$ cat src/rtl/spm_pkg.sv
// Shared types and constants for the serial-parallel multiplier (spm) and its controller.
package spm_pkg;

  typedef enum logic [1:0] {
    IDLE = 2'd0,
    RUN  = 2'd1,
    DONE = 2'd2
  } spm_state_e;

  localparam int SPM_WIDTH = 32;
  localparam int SPM_PLAT  = 1;

  // Number of RUN cycles: 2*w product bits plus the spm pipeline latency.
  function automatic int spm_cycles(input int w, input int plat);
    return 2 * w + plat;
  endfunction

endpackage

$ cat src/rtl/spm_serdes_ctrl.sv
// Operand serializer / product deserializer driving one signed serial-parallel multiplier.
// Multiplicand is held on spm_x, multiplier is shifted out LSB first, product bits are shifted in.
module spm_serdes_ctrl
  import spm_pkg::*;
#(
  parameter int WIDTH = SPM_WIDTH,
  parameter int PLAT  = SPM_PLAT
) (
  input  logic               clk,
  input  logic               rst,
  input  logic               in_valid,
  output logic               in_ready,
  input  logic [WIDTH-1:0]   mc,
  input  logic [WIDTH-1:0]   mp,
  output logic [WIDTH-1:0]   spm_x,
  output logic               spm_y,
  input  logic               spm_p,
  output logic               out_valid,
  input  logic               out_ready,
  output logic [2*WIDTH-1:0] prod
);

  localparam int NCYC = spm_cycles(WIDTH, PLAT);
  localparam int CW   = $clog2(NCYC + 1);

  localparam logic [CW-1:0] LAST_K  = CW'(NCYC - 1);
  localparam logic [CW-1:0] PLAT_K  = CW'(PLAT);
  localparam logic [CW-1:0] WIDTH_K = CW'(WIDTH);
  localparam logic [CW-1:0] DBL_K   = CW'(2 * WIDTH);

  spm_state_e           state_q, state_d;
  logic [CW-1:0]        k_q, k_d;
  logic [WIDTH-1:0]     spm_x_q, spm_x_d;
  logic [WIDTH-1:0]     mp_q, mp_d;
  logic                 spm_y_q, spm_y_d;
  logic [2*WIDTH-1:0]   prod_q, prod_d;

  // Serial multiplier bit for step k: raw bits, then sign extension, then zero flush.
  function automatic logic y_bit(input logic [CW-1:0] k, input logic [WIDTH-1:0] m);
    logic [WIDTH-1:0] sh;
    sh = m >> k;
    if (k < WIDTH_K) begin
      return sh[0];
    end else if (k < DBL_K) begin
      return m[WIDTH-1];
    end else begin
      return 1'b0;
    end
  endfunction

  // spm_y is loaded with the bit for the next k so that it is on the wire during cycle k.
  always_comb begin
    state_d = state_q;
    k_d     = k_q;
    spm_x_d = spm_x_q;
    mp_d    = mp_q;
    spm_y_d = 1'b0;
    prod_d  = prod_q;

    case (state_q)
      IDLE: begin
        if (in_valid) begin
          state_d = RUN;
          k_d     = '0;
          spm_x_d = mc;
          mp_d    = mp;
          spm_y_d = mp[0];
        end
      end

      RUN: begin
        if (k_q >= PLAT_K) begin
          prod_d = {spm_p, prod_q[2*WIDTH-1:1]};
        end
        if (k_q == LAST_K) begin
          state_d = DONE;
        end else begin
          k_d     = k_q + CW'(1);
          spm_y_d = y_bit(k_q + CW'(1), mp_q);
        end
      end

      DONE: begin
        if (out_ready) begin
          state_d = IDLE;
        end
      end

      default: begin
        state_d = IDLE;
      end
    endcase
  end

  always_ff @(posedge clk or negedge rst) begin
    if (!rst) begin
      state_q <= IDLE;
      k_q     <= '0;
      spm_x_q <= '0;
      mp_q    <= '0;
      spm_y_q <= 1'b0;
      prod_q  <= '0;
    end else begin
      state_q <= state_d;
      k_q     <= k_d;
      spm_x_q <= spm_x_d;
      mp_q    <= mp_d;
      spm_y_q <= spm_y_d;
      prod_q  <= prod_d;
    end
  end

  // Handshake flags decode registered state only, so neither handshake loops through.
  assign in_ready  = (state_q == IDLE);
  assign out_valid = (state_q == DONE);
  assign spm_x     = spm_x_q;
  assign spm_y     = spm_y_q;
  assign prod      = prod_q;

endmodule

$ cat config.mk
export PLATFORM = sky130hd
export DESIGN_NAME = spm_serdes_ctrl
export DESIGN_NICKNAME = d
export VERILOG_FILES = /design/src/rtl/spm_pkg.sv /design/src/rtl/spm_serdes_ctrl.sv
export SDC_FILE = /design/constraint.sdc
export NUM_CORES = 1
export LEC_CHECK = 0
export CORE_MARGIN = 10
export CORE_UTILIZATION = 32
export DETAILED_ROUTE_END_ITERATION = 8
export PLACE_DENSITY = 0.66
export SKIP_CTS_REPAIR_TIMING = 1
export SLEW_MARGIN = 20
export SYNTH_ARGS = -nofsm -noshare
export SYNTH_HDL_FRONTEND = slang
export SYNTH_SLANG_ARGS = --single-unit
$ cat constraint.sdc
create_clock -name clk -period 4.55 [get_ports clk]
set_clock_uncertainty 0.05 [all_clocks]
set_input_delay 0.91 -clock clk [delete_from_list [all_inputs] [get_ports clk]]
set_output_delay 0.91 -clock clk [all_outputs]
set_load 0.1 [all_outputs]
### Word level (Yosys, flattened, before mapping)

Cells that the tools add are included.

| word-level totals | value |
|---|---|
| register bits | 138 |
| bits in latches | 0 |
| RAM bits | 0 |
| ROM bits | 0 |
| word-level logic and storage cells | 36 |
| memories | 0 |

| cells by class | value |
|---|---|
| add/sub/neg operators | 1 |
| multipliers | 0 |
| divide/modulo/power cells | 0 |
| order comparisons | 3 |
| equal/unequal tests | 7 |
| shift operators | 1 |
| muxes and demuxes | 12 |
| bitwise gates (word level) | 0 |
| reductions and logical operators | 6 |

Operators by type and width:

| kind | number |
|---|---|
| $shr A32 B7 Y1 | 1 |
| $mux W7 | 2 |
| $pmux W7 S2 | 1 |
| $add A7 B1 Y7 const B | 1 |
| $eq A7 B7 Y1 const B | 1 |
| $ge A7 B1 Y1 const B | 1 |
| $lt A7 B6 Y1 const B | 1 |
| $lt A7 B7 Y1 const B | 1 |
| $mux W2 | 3 |
| $ne A2 B2 Y1 const B | 3 |
| $pmux W2 S3 | 1 |
| $reduce_and A3 Y1 | 2 |
| $mux W1 | 4 |
| $reduce_and A2 Y1 | 2 |
| $eq A2 B1 Y1 const B | 1 |
| $eq A2 B2 Y1 const B | 1 |
| $logic_not A2 Y1 | 1 |
| $ne A2 B1 Y1 const B | 1 |
| $pmux W1 S2 | 1 |
| $reduce_bool A2 Y1 | 1 |

### Depth between registers and ports, before layout

| depth | value |
|---|---|
| word-level depth | 6 |
| depth in mapped cells | 9 |

### Worst setup path after synthesis

Ideal clock, no wire load.

| path | value |
|---|---|
| path type | register to register |
| start | register state_q[1] |
| end | register spm_x_q[21], in the netlist spm_x[21] |
| data arrival time | 2.763 ns |
| required time | 4.432 ns |
| path slack | 1.669 ns |
| stages on the path, launching flop included | 8 |
| path through | dfrtp_1 nor2_1 and2_1 clkbuf_1 clkbuf_1 buf_1 nand2_1 nand2_1 |

| on the way | value |
|---|---|
| longest elaborated chain between the ends | 2 |

RTL lines:

| element | RTL line | text |
|---|---|---|
| start: declaration | spm_serdes_ctrl.sv:31 | `spm_state_e state_q, state_d;` |
| start signal: assignment | spm_serdes_ctrl.sv:104 | `state_q <= state_d;` |
| $logic_not A2 Y1 | -- |  |
| net in_ready | spm_serdes_ctrl.sv:12 | `output logic in_ready,` |
| $reduce_and A2 Y1 (no line) | -- |  |
| end signal: assignment | spm_serdes_ctrl.sv:106 | `spm_x_q <= spm_x_d;` |
| end: declaration | spm_serdes_ctrl.sv:33 | `logic [WIDTH-1:0] spm_x_q, spm_x_d;` |

The timed path passes the listed nets, and every way through them passes these cells.
A chain may end at the register's enable or synchronous reset.

### Final worst setup path

| path | value |
|---|---|
| start | register state_q[0] |
| end | output port in_ready |

| on the way | value |
|---|---|
| longest elaborated chain between the ends | 1 |

RTL lines:

| element | RTL line | text |
|---|---|---|
| $logic_not A2 Y1 | spm_serdes_ctrl.sv:114 | `assign in_ready = (state_q == IDLE);` |
| end: declaration | spm_serdes_ctrl.sv:12 |  |

Every way passes these cells.

==> impl_metrics.yaml <==
critical_path:
  cp.arrival_ns: 2.18
  critPathMaxFanout: 3
  startpoint: "state_q[0]$_DFFE_PN0P_"
  critPathRequiredTime_ns: 3.59
  worstReg2RegStart: "k_q[0]$_DFFE_PN0P_"
  cp-end-kind: "output pin"
  criticalPathCategory: "flop to output pin"
  cp-start-kind: "flop"
timing:
  finalHoldViolCount: 0
  post-route-period-util: 0.690
  tns_ns: 0
  rsz0062_at_grt: "no"
  min_period_ns: 3.14
  maxSlewViolCount: 0
  holdWs_ns: 0.405
  worst_pin_slew_ns: 1.02
  max_freq_mhz: 318
  relSlewSlack: 0.315
  setup-violations-final: 0
die:
  dieArea_mm2: 0.0234
  die_x_um: 153
  dieHeight_um: 153
  start_util: 0.326
  rows: 48
  io_pins: 168
  core_mm2: 0.0173
synthesis:
  synth_cell_type_count: 40
  yosysTopAreaCell: "dfrtp_1"
  syn-cell-area_mm2: 0.00565
  synth_top_cells_by_area: "dfrtp_1, mux2_2, nand2_1"
  ys_ff_latch: 138
  ys_seq_area_frac: 0.612
  synth_edf_count: 0
  syn_area_per_cell_um2: 11.3
  synth.yosys.warnings: 0
  syn_inst: 499
  async_flop_share: 1.00
  post-synth-top-count-cell: "nand2_1"
  syn_nets: 571
  synth_top_area_frac: 0.612
  synthTopCellsByCount: "nand2_1, dfrtp_1, mux2_2, clkbuf_1"
  ys.flop_type: "dfrtp_1"
routing:
  drt-initial-drc-count: 200
  dr.pass1.iters: 4
  drcViolationCount: 0
  routed_wl_um: 14900
  via_per_inst: 4.60
  wl_per_cell_um: 16.6
  antenna_left: 0
  vias: 4147
global_route:
  gr-total-overflow: 0
  grt_pass1_vias: 4512
  grt_pass1_wl_um: 24200
  antenna_found_initial: 1
  grt_start_max_net_pins: 69
  track_usage: 0.127
clock_tree:
  cts.path.max_buffers: 2
  cts_buffers: 17
  ctsHtreeMaxLevel: 4
  clkTransAtPathRegs_ns: 0.06
  clock_latency_ns: 0.41
  clock_sinks: 138
  cts_tree: "built"
  clockRootBuffer: "clkbuf_16"
placed_design:
  place_congestion: 0.788
  dp_hpwl_um: 10700
  portBuffers: 167
job:
  drv_cap: 0
layout:
  drive_above_1_share: 0.173
  layout-area-overhead-vs-synth_pct: 44.6
  fin_nets: 735
  fin_util: 0.472
  num_antenna_cells: 0
run_status:
  status: "finished, final reports clean"
worst_hold_path:
  hold_path_class: "input pin to asynchronous set/reset pin"
==> sequential cells by signal, indices dropped and copies added, names as in the netlist <==
name	flops
prod	64
spm_y	1
spm_x	32
state_q	2
k_q	7
mp_q	32
==> final timing paths <==
| kind | endpoint | slack [ns] | depth (start not counted) |
|---|---|---|---|
| setup / recovery | in_ready | 1.41 | 2 |
| hold / removal | mp_q[3]$_DFFE_PN0P_ | 0.41 | 1 |
| setup reg to reg | spm_y$_DFF_PN0_ | 1.91 | 8 |
| hold reg to reg | spm_x[26]$_DFFE_PN0P_ | 0.42 | 2 |
| max in group asynchronous | prod[45]$_DFFE_PN0P_ | 3.08 | 2 |
| min in group clk | spm_x[26]$_DFFE_PN0P_ | 0.42 | 2 |
==> per-layer routing <==
| layer | routed length [um] | part of all wire | track usage |
|---|---|---|---|
| met4 | 306 | 0.021 | 0.0522 |
| met1 | 5700 | 0.38 | 0.132 |
| met2 | 7890 | 0.53 | 0.224 |
| met5 | 0 | 0 | 0 |
| met3 | 1020 | 0.068 | 0.0497 |
==> cell usage in the layout, fill, tap and decap left out, types with 3 or more instances in the layout <==
cell type | netlist | final
mux2_2 | 67 | 67
o21ai_0 | 10 | 10
buf_4 | 2 | 6
nand3_1 | 10 | 10
nand2_1 | 198 | 197
bufinv_16 | 0 | 4
mux4_2 | 5 | 5
ha_1 | 3 | 3
inv_1 | 3 | 3
clkdlybuf4s50_1 | 0 | 166
clkinvlp_4 | 0 | 3
clkinv_4 | 0 | 3
nand2b_1 | 3 | 3
clkbuf_16 | 0 | 17
dfrtp_1 | 138 | 138
xor2_1 | 3 | 3
==> cell families (layout without fill, tap and decap cells) <==
group	after synthesis	count (layout)	share of synthesized area
and+or+nand+nor	223	223	0.159
DFF	138	138	0.612
muxes	76	76	0.161
buffers and inverters	31	208	0.0248
AOI/OAI and AO/OA	23	23	0.0275
xor gates and xnor gates	5	5	0.00909
adders and majority gates	3	3	0.00665
==> area by class of cell <==
type / instances / area [um^2]
Fill cell: 1566 / 9130
Inverter: 3 / 11.3
Tap cell: 225 / 282
Multi-Input combinational cell: 330 / 2060
Sequential cell: 138 / 3450
Clock inverter: 13 / 191
Timing Repair Buffer: 173 / 1720
Clock buffer: 19 / 443
==> per-stage QoR <==
| step | instance area, um^2 | setup slack (ns) | cells |
|---|---|---|---|
| 2_1_floorplan | 5650 | 1.67 | 499 |
| 3_3_place_gp | 7530 | 1.73 | 869 |
| 3_5_place_dp | 7530 | 1.69 | 869 |
| 4_1_cts | 8160 | 1.38 | 901 |
| 5_1_grt | 8160 | 1.33 | 901 |
| 6_report | 8160 | 1.41 | 901 |
==> worst max-delay path: stages, from the launching register on <==
cell and delay [ns]:
dfrtp_1 0.39, nor2_1 0.18, clkdlybuf4s50_1 1.19
Power is not shown: default switching activity piles up to over one toggle a cycle in this logic, so the estimate is an artifact.
